--- config.mk ---
export PLATFORM = sky130hd
export DESIGN_NAME = ysyx_22041071_axi_rd_slave
export DESIGN_NICKNAME = d
export VERILOG_FILES = /design/src/rtl/ysyx_22041071_axi_rd_slave.sv
export SDC_FILE = /design/constraint.sdc
export NUM_CORES = 1
export LEC_CHECK = 0
export BUFFER_PORTS_ARGS = -buffer_cell sky130_fd_sc_hd__buf_2
export CAP_MARGIN = 20
export CORE_AREA = 2 2 172 174
export DETAILED_ROUTE_END_ITERATION = 7
export DIE_AREA = 0 0 174 176
export PLACE_DENSITY = 0.67
export SYNTH_ARGS = -nofsm -noshare
export SYNTH_HDL_FRONTEND = slang
export SYNTH_SLANG_ARGS = --single-unit
--- constraint.sdc ---
create_clock -name clk -period 7.8 [get_ports clk]
set_input_delay 1.17 -clock clk [delete_from_list [all_inputs] [get_ports clk]]
set_output_delay 1.17 -clock clk [all_outputs]
set_load 0.01 [all_outputs]
--- src/rtl/ysyx_22041071_axi_rd_slave.sv ---
// rtl/ysyx_22041071_axi_rd_slave.sv - AXI4 read responder in front of a 1-cycle-latency word memory
module ysyx_22041071_axi_rd_slave #(
    parameter int                ADDR_W    = 64,
    parameter int                DATA_W    = 64,
    parameter int                ID_W      = 4,
    parameter int                LEN_W     = 8,
    parameter logic [ADDR_W-1:0] MEM_BASE  = 64'h0000_0000_8000_0000,
    parameter logic [ADDR_W-1:0] MEM_BYTES = 64'h0000_0000_0800_0000
) (
    input  logic              clk,
    input  logic              reset,
    input  logic              ar_valid_i,
    output logic              ar_ready_o,
    input  logic [ID_W-1:0]   ar_id_i,
    input  logic [ADDR_W-1:0] ar_addr_i,
    input  logic [LEN_W-1:0]  ar_len_i,
    input  logic [2:0]        ar_size_i,
    input  logic [1:0]        ar_burst_i,
    output logic              r_valid_o,
    input  logic              r_ready_i,
    output logic [ID_W-1:0]   r_id_o,
    output logic [DATA_W-1:0] r_data_o,
    output logic [1:0]        r_resp_o,
    output logic              r_last_o,
    output logic              mem_ren_o,
    output logic [ADDR_W-1:0] mem_addr_o,
    input  logic [DATA_W-1:0] mem_rdata_i
);

    localparam int         OFF_W    = $clog2(DATA_W / 8);
    localparam logic [2:0] MAX_SIZE = 3'(OFF_W);

    localparam logic [1:0] RESP_OKAY   = 2'b00;
    localparam logic [1:0] RESP_SLVERR = 2'b10;
    localparam logic [1:0] RESP_DECERR = 2'b11;

    localparam logic [1:0] BURST_FIXED = 2'b00;

    typedef enum logic [1:0] {
        S_IDLE,
        S_FETCH,
        S_LOAD,
        S_RESP
    } state_t;

    state_t state, state_nxt;

    logic [ADDR_W-1:0] cur_addr;
    logic [LEN_W-1:0]  lat_len;
    logic [LEN_W-1:0]  beat_cnt;
    logic [2:0]        lat_size;
    logic [1:0]        lat_burst;

    logic              ar_hs;
    logic              r_hs;
    logic [ADDR_W-1:0] fetch_addr;
    logic [1:0]        fetch_resp;
    logic [1:0]        cur_resp;

    // Burst type and size errors dominate; otherwise the beat address decides decode.
    function automatic logic [1:0] beat_resp(input logic [ADDR_W-1:0] addr,
                                             input logic [1:0]        burst,
                                             input logic [2:0]        size);
        if (burst[1] || (size > MAX_SIZE))
            return RESP_SLVERR;
        if ((addr < MEM_BASE) || ((addr - MEM_BASE) >= MEM_BYTES))
            return RESP_DECERR;
        return RESP_OKAY;
    endfunction

    // Next INCR beat: align to the transfer size, then step one transfer; wraps modulo 2^ADDR_W.
    function automatic logic [ADDR_W-1:0] incr_addr(input logic [ADDR_W-1:0] addr,
                                                    input logic [2:0]        size);
        logic [ADDR_W-1:0] step;
        step = {{(ADDR_W-1){1'b0}}, 1'b1} << size;
        return (addr & ~(step - 1'b1)) + step;
    endfunction

    assign ar_hs = (state == S_IDLE) && ar_valid_i && ar_ready_o;
    assign r_hs  = (state == S_RESP) && r_valid_o && r_ready_i;

    // Address and response of the beat about to be fetched (first beat or the following one).
    always_comb begin
        fetch_addr = cur_addr;
        fetch_resp = RESP_OKAY;
        if (ar_hs) begin
            fetch_addr = ar_addr_i;
            fetch_resp = beat_resp(ar_addr_i, ar_burst_i, ar_size_i);
        end else begin
            if (lat_burst != BURST_FIXED)
                fetch_addr = incr_addr(cur_addr, lat_size);
            fetch_resp = beat_resp(fetch_addr, lat_burst, lat_size);
        end
    end

    assign cur_resp = beat_resp(cur_addr, lat_burst, lat_size);

    // State register.
    always_ff @(posedge clk or posedge reset) begin
        if (reset)
            state <= S_IDLE;
        else
            state <= state_nxt;
    end

    // Next-state logic: fixed FETCH/LOAD cadence, RESP waits for the R handshake.
    always_comb begin
        state_nxt = state;
        case (state)
            S_IDLE:  if (ar_hs) state_nxt = S_FETCH;
            S_FETCH: state_nxt = S_LOAD;
            S_LOAD:  state_nxt = S_RESP;
            S_RESP:  if (r_hs) state_nxt = r_last_o ? S_IDLE : S_FETCH;
            default: state_nxt = S_IDLE;
        endcase
    end

    // Registered AR/R/memory outputs and burst bookkeeping.
    always_ff @(posedge clk or posedge reset) begin
        if (reset) begin
            ar_ready_o <= 1'b0;
            r_valid_o  <= 1'b0;
            r_last_o   <= 1'b0;
            r_data_o   <= '0;
            r_resp_o   <= RESP_OKAY;
            r_id_o     <= '0;
            mem_ren_o  <= 1'b0;
            mem_addr_o <= '0;
            cur_addr   <= '0;
            lat_len    <= '0;
            beat_cnt   <= '0;
            lat_size   <= '0;
            lat_burst  <= '0;
        end else begin
            case (state)
                S_IDLE: begin
                    if (ar_hs) begin
                        ar_ready_o <= 1'b0;
                        r_id_o     <= ar_id_i;
                        cur_addr   <= ar_addr_i;
                        lat_len    <= ar_len_i;
                        lat_size   <= ar_size_i;
                        lat_burst  <= ar_burst_i;
                        beat_cnt   <= '0;
                        mem_ren_o  <= (fetch_resp == RESP_OKAY);
                        mem_addr_o <= {fetch_addr[ADDR_W-1:OFF_W], {OFF_W{1'b0}}};
                    end else begin
                        ar_ready_o <= 1'b1;
                    end
                end
                S_FETCH: begin
                    mem_ren_o <= 1'b0;
                end
                S_LOAD: begin
                    r_valid_o <= 1'b1;
                    r_resp_o  <= cur_resp;
                    r_data_o  <= (cur_resp == RESP_OKAY) ? mem_rdata_i : '0;
                    r_last_o  <= (beat_cnt == lat_len);
                end
                S_RESP: begin
                    if (r_hs) begin
                        r_valid_o <= 1'b0;
                        r_last_o  <= 1'b0;
                        if (r_last_o) begin
                            ar_ready_o <= 1'b1;
                        end else begin
                            cur_addr   <= fetch_addr;
                            beat_cnt   <= beat_cnt + 1'b1;
                            mem_ren_o  <= (fetch_resp == RESP_OKAY);
                            mem_addr_o <= {fetch_addr[ADDR_W-1:OFF_W], {OFF_W{1'b0}}};
                        end
                    end
                end
                default: ;
            endcase
        end
    end

endmodule
==> out/metrics.yaml, run 1 <==
cts:
  clk_latency_ns: 0.55
  cts_tree: "built"
  clock-root-buffer: "clkbuf_16"
  clock_path_buffers: 3
  cts_hold_buf: 0
  h-tree-depth: 1
  post_cts_buffers: 0
  clock-sinks: 222
  cts_inserted_buffers: 26
  clkTransAtPathRegs_ns: 0.06
  cts-resized-gates: 0
logic_synthesis:
  synth_area_um2: 12700
  netlist.top_cell.by_area: "dfrtp_1"
  synth-edff-count: 0
  async_flop_share_pct: 100
  synth.most_common_cell: "nand2_1"
  synth_cell_type_count: 89
  yosys.area.top_type_share_pct: 43.6
  ys_seq_elements: 222
  synthCells: 1505
  avgSynthCellArea_um2: 8.46
  yosysWarnings: 0
  synth_common_cells: "299 x nand2_1, 222 x dfrtp_1, 123 x nor2_1, 105 x o21ai_0, 82 x inv_1"
  synth_area_leaders: "dfrtp_1 44%, nand2_1 8.8%, a21o_1 4.2%"
  seq_area_frac_synth_pct: 43.6
  dominantRegCellSynth: "dfrtp_1"
die:
  start_util_pct: 44.6
  io_pins: 287
  rows: 62
  die_x_um: 174
  core_um2: 28500
  dieArea_um2: 30600
  die_y_um: 176
sta:
  drv_slew: 0
  fmax_mhz: 187
  finalSetupViolCount: 0
  setup_tns_ns: 0
  report.final.hold_viol_count: 0
  rsz0062_at_grt: "false"
  period_share_pct: 68.7
  tightest_slew_ns: 0.998
  max_slew_margin_pct: 33.5
  holdWs_ns: 0.467
  min_period_ns: 5.36
  finClkSkew_ns: 0.0217
detailed_routing:
  ant_nets: 0
  drt_first_pass_iters: 5
  routed_wl_mm: 41.5
  drc: 0
  vias: 12000
  via_per_inst: 5.61
  drtIter0Drc: 950
  wire_per_inst_um: 19.4
power_and_ir_drop:
  pwr-share-comb_pct: 43.5
  fin_total_pwr_w: 0.00572
  ir_drop_mv: 0.233
  p_clk_share_pct: 23.1
  power.internal_w: 0.00323
  swShare_pct: 43.5
  power_density_nw_per_um2: 373
  seq_power_share_pct: 33.4
  power.switching_w: 0.00249
  p_leak_nw: 7.53
global_routing:
  grtUsageMet2_pct: 43.3
  grt_max_degree: 99
  gr-max-usage-layer: "met2"
  grt_antenna_before_repair: 0
  grt_use_total_pct: 26.7
  grt_pass1_vias: 11600
  met1_usage_pct: 36.7
  grt-ovfl-total: 0
  grt_first_pass_wirelength_mm: 65.2
  met3_usage_pct: 3.81
worst_setup_path:
  crit_path_max_fanout: 20
  path_class: "flip-flop to flip-flop"
  cp_data_required_time_ns: 8.29
  crit_arrival_ns: 5.85
  startpoint_type: "flip-flop"
  cp-end-kind: "flip-flop"
placement:
  dpl.hpwl_mm: 30.4
  port-buffer-count: 283
  gp_congestion: 0.944
  dp.cells: 2098
run:
  cap_violations: 0
finish:
  drive_gt1_share_pct: 21.6
  syn2layout_area_growth_pct: 20.4
  nFillCells: 2721
  diodes: 0
  nNetsFinal: 1904
  final_cell_count_no_fill: 2145
outcome:
  status: "complete, no violations"
min_path:
  hp-class: "flip-flop to flip-flop"
worst paths after layout:
kind | start | to | slack (ns) | cells past startpoint
setup / recovery | lat_size[2] | mem_ren_o | 2.44 | 19
hold / removal | mem_addr_o[50] | mem_addr_o[50] | 0.47 | 1
setup reg to reg | lat_size[2] | mem_ren_o | 2.44 | 19
hold reg to reg | mem_addr_o[50] | mem_addr_o[50] | 0.47 | 1
max in group asynchronous | reset | lat_size[0] | 5.77 | 3
min in group asynchronous | reset | r_data_o[2] | 0.70 | 2
registers in the layout, indices dropped and copies added, names as in the netlist:
| register | count |
|---|---|
| r_resp_o | 2 |
| r_id_o | 4 |
| mem_addr_o | 61 |
| cur_addr | 64 |
| lat_len | 8 |
| beat_cnt | 8 |
| ar_ready_o | 1 |
| lat_size | 3 |
| r_valid_o | 1 |
| lat_burst | 2 |
| mem_ren_o | 1 |
| r_last_o | 1 |
| r_data_o | 64 |
| state | 2 |
critical path: stages (launching register included):
cell and delay, ns:
dfrtp_1 0.72, inv_1 0.29, nor2_1 0.21, inv_1 0.06
ha_1 0.28, and2_1 0.15, ha_1 0.37, and4_1 0.22
a21o_1 0.17, o21a_1 0.18, a41oi_1 0.40, nor2_1 0.22
a21oi_2 0.28, ha_1 0.26, and2_1 0.22, nand3b_1 0.10
a211o_1 0.32, a2111o_1 0.45, a2111oi_2 0.22, a31o_1 0.18
area by class of cell:
class                           instances  area, um2  area share, %
Clock buffer                           34        721           4.70
Timing Repair Buffer                  295       1520           9.91
Sequential cell                       222       5560           36.2
Clock inverter                         13        219           1.43
Multi-Input combinational cell       1115       6530           42.6
Inverter                               82        315           2.06
Tap cell                              384        480           3.13
through the flow:
step	worst slack (ns)	area [um2]	utilization [%]
after floorplan	0.552	12700	-
final	2.44	15300	53.7
after CTS	2.48	15300	53.7
after global routing	1.88	15300	53.7
after detailed placement	2.54	14400	50.4
after global placement	2.58	14400	50.4
placed cells by master, fill, tap and decap left out, types with 12 or more instances in the layout:
master and instances:
nand4_1 26, o21ai_0 105, o22ai_1 13, a211oi_1 30, nor2_1 122, inv_1 81
nor3_1 38, nand2_1 299, nand3_1 44, and3_1 13, o211ai_1 14, a21oi_1 41
nor4_1 20, ha_1 12, xnor2_1 33, buf_2 283, clkbuf_16 26, xor2_1 37
dfrtp_1 222, a21o_1 71
metal layers:
| metal | part of all wire [%] | wire length [um] |
|---|---|---|
| met5 | 0 | 0 |
| met4 | 3.2 | 1350 |
| met3 | 6.4 | 2640 |
| met2 | 47 | 19400 |
| met1 | 44 | 18100 |
power groups by stage:
stage | registers (W) | logic, W | clock network (W)
2_1_floorplan | 0.00181 | 0.00177 | 0
3_3_place_gp | 0.00191 | 0.00242 | 0
4_1_cts | 0.00190 | 0.00248 | 0.00135
5_1_grt | 0.00196 | 0.00274 | 0.00141
3_5_place_dp | 0.00191 | 0.00247 | 0
6_report | 0.00191 | 0.00248 | 0.00132
kinds of logic (layout without fill, tap and decap cells):
logic type                 Yosys count  after routing  share of synthesized area [%]
DFF                                222            222                           43.6
AOI/OAI and AO/OA                  353            353                           18.7
and+or+nand+nor                    666            666                           25.0
other                                1              3                         0.0294
buffers and inverters              170            424                           5.59
xor gates and xnor gates            71             71                           4.94
adders and majority gates           13             13                           1.28
muxes                                9              9                          0.864
Power figures use the tool's default switching activity.
==> inputs of run 2 (changes only) <==
- ABC_AREA: not set -> 1
- CORE_AREA: 2 2 172 174 -> 2 2 186 188
- DIE_AREA: 0 0 174 176 -> 0 0 188 190
- PLACE_DENSITY: 0.67 -> 0.66
- clock period: 7.8 -> 5 ns (I/O delays scaled with it)
==> run 2 against run 1 <==
Clock power is 48% higher. Synthesized cell count is 48% higher. Register-to-register slack worse by 2.0 ns. Sequential power is 57% higher. Final area is 15% higher. Total power is 79% higher. Sequential share of layout area is 4.8 points lower. First-iteration DRC count is 46% higher. Final cell count is 38% higher. Highest routed layer is now met5.
==> out/metrics.yaml, run 2 <==
worst_setup_path:
  rr_worst_depth: 31
  path_buf_inv: 3
  crit_slowest_cell: "dfrtp_2"
  r2r_end: "mem_ren_o"
  cp_data_required_time_ns: 5.49
  cpPeakStageDelay_ns: 0.48
  path_class: "flip-flop to flip-flop"
  rrSetupSlack_ns: 0.49
  r2r_start: "lat_size[1]"
  crit_arrival_ns: 5.00
  critical_path.top_delay_family: "simple AND/OR/NAND/NOR gates"
  startpoint_type: "flip-flop"
  crit_path_max_fanout: 18
  crit_top_cell: "nand2_1"
  cp-end-kind: "flip-flop"
die:
  io_pins: 287
  core_um2: 33900
  start_util_pct: 44.0
  die_y_um: 190
  die_x_um: 188
  rows: 68
  dieArea_um2: 35700
finish:
  nNetsFinal: 2653
  drive_gt1_share_pct: 17.5
  top_regs: "cur_addr: 64 flops, r_data_o: 64 flops, mem_addr_o: 61 flops"
  most-common-layout-cells: "656 x nand2_1, 291 x inv_1, 283 x buf_2"
  final_common_cell: "nand2_1"
  post-route-util_pct: 52.1
  final_area_um2: 17700
  syn2layout_area_growth_pct: 18.6
detailed_routing:
  routed_wl_mm: 55.1
  vias: 15900
  drtIter0Drc: 1390
  drt_first_pass_iters: 6
  ant_nets: 0
  via_per_inst: 5.36
  drc: 0
  wire_per_inst_um: 18.6
logic_synthesis:
  netlist.top_cell.by_area: "dfrtp_1"
  synth_area_leaders: "dfrtp_1 37%, nand2_1 17%, inv_1 7.4%"
  synth.most_common_cell: "nand2_1"
  synth-xor-area-share_pct: 4.70
  async_flop_share_pct: 100
  dominantRegCellSynth: "dfrtp_1"
  synthCells: 2230
  avgSynthCellArea_um2: 6.69
  synth_compound_area_share_pct: 10.8
  seq_area_frac_synth_pct: 37.2
  synth_fa_ha_area_share_pct: 1.09
  synth-simple-area-share_pct: 36.0
  synth_common_cells: "658 x nand2_1, 294 x inv_1, 248 x nor2_1, 222 x dfrtp_1, 167 x o21ai_0"
  synth_cell_type_count: 55
  synth_top_family_by_area: "simple AND/OR/NAND/NOR gates"
  synth-edff-count: 0
  synth_area_um2: 14900
  yosysWarnings: 0
  synthMuxAreaShare_pct: 0
  ys_seq_elements: 222
  yosys.area.top_type_share_pct: 37.2
global_routing:
  grt_use_total_pct: 30.6
  grt_pass1_vias: 15300
  grt_first_pass_wirelength_mm: 85.6
  grt-ovfl-total: 0
  grt_antenna_before_repair: 4
  grt_max_degree: 135
cts:
  clkTransAtPathRegs_ns: 0.06
  clock-root-buffer: "clkbuf_16"
  h-tree-depth: 1
  clock_path_buffers: 3
  clk_latency_ns: 0.58
  clock-sinks: 222
  cts_tree: "built"
  cts_inserted_buffers: 26
sta:
  holdWs_ns: 0.172
  min_period_ns: 4.51
  period_share_pct: 90.3
  rsz0062_at_grt: "false"
  finalSetupViolCount: 0
  fmax_mhz: 222
  max_slew_margin_pct: 34.2
  drv_slew: 0
  tightest_slew_ns: 0.977
  report.final.hold_viol_count: 0
  finClkSkew_ns: 0.0333
  setup_tns_ns: 0
min_path:
  hp-class: "input pin to asynchronous set/reset pin"
placement:
  gp_congestion: 0.954
  port-buffer-count: 283
  dpl.hpwl_mm: 42.6
  dpl_cell_area_um2: 16800
power_and_ir_drop:
  ir_drop_mv: 0.276
  fin_total_pwr_w: 0.0103
  power_density_nw_per_um2: 580
  p_leak_nw: 9.43
outcome:
  status: "complete, no violations"
run:
  cap_violations: 0
[run 2: changes by cell type in the layout (fill, tap and decap cells not counted), moves of 31 or more]
cell | previous run | this run
inv_1 | 81 | 291
nor2_1 | 122 | 247
a21o_1 | 71 | 0
nand3_1 | 44 | 138
o21ai_0 | 105 | 167
nand4_1 | 26 | 57
nand2_1 | 299 | 656
[run 2: cell families (layout without fill, tap and decap cells)]
| logic type | count (synthesis) | count (layout) |
|---|---|---|
| flops | 222 | 222 |
| other cells | 1 | 5 |
| fa+ha+maj | 13 | 13 |
| buf+inv | 388 | 665 |
| compound gates | 292 | 292 |
| xor+xnor | 78 | 78 |
| simple gates | 1236 | 1237 |
[run 2: power breakdown]
| part | internal, W | switching [W] | total [W] |
|---|---|---|---|
| sequential | 0.00238 | 0.000615 | 0.00299 |
| clock | 0.00112 | 0.000830 | 0.00195 |
| combinational | 0.00157 | 0.00375 | 0.00531 |
[run 2: cell type report]
class	count	area [um2]
Fill cell	3461	16300
Multi-Input combinational cell	1623	7890
Sequential cell	222	5560
Timing Repair Buffer	302	1600
Inverter	316	1190
Clock buffer	37	762
Tap cell	455	569
Clock inverter	10	120
Antenna cell	2	5.00
[run 2: worst max-delay path by stage]
stage	to	slack, ns	start	cells past startpoint
floorplan	mem_ren_o	1.31	lat_size[1]	35
global placement	mem_ren_o	0.44	lat_size[1]	33
detailed placement	mem_ren_o	0.36	lat_size[1]	33
CTS	mem_ren_o	0.32	lat_size[1]	33
global route	mem_ren_o	0.09	lat_size[1]	33
finish	mem_ren_o	0.49	lat_size[1]	31
[run 2: routing by layer]
metal	up-vias	wire length, um	global-route usage, %
met3	110	4940	7.67
li1	7652	-	-
met4	2	1920	11.2
met2	656	25400	50.3
met1	7475	22800	39.1
met5	-	11	0
[run 2: through the flow]
stage	instances	setup WS (ns)
2_1_floorplan	2232	1.31
3_3_place_gp	2916	0.443
3_5_place_dp	2916	0.362
4_1_cts	2963	0.321
5_1_grt	2966	0.0876
6_report	2967	0.486
[run 2: repair_timing]
| item | in CTS | in global routing |
|---|---|---|
| setup endpoints to repair | 0 | 1 |
| gates resized for setup | 0 | 6 |
| hold buffers | 0 | 0 |
| setup buffers | 0 | 0 |
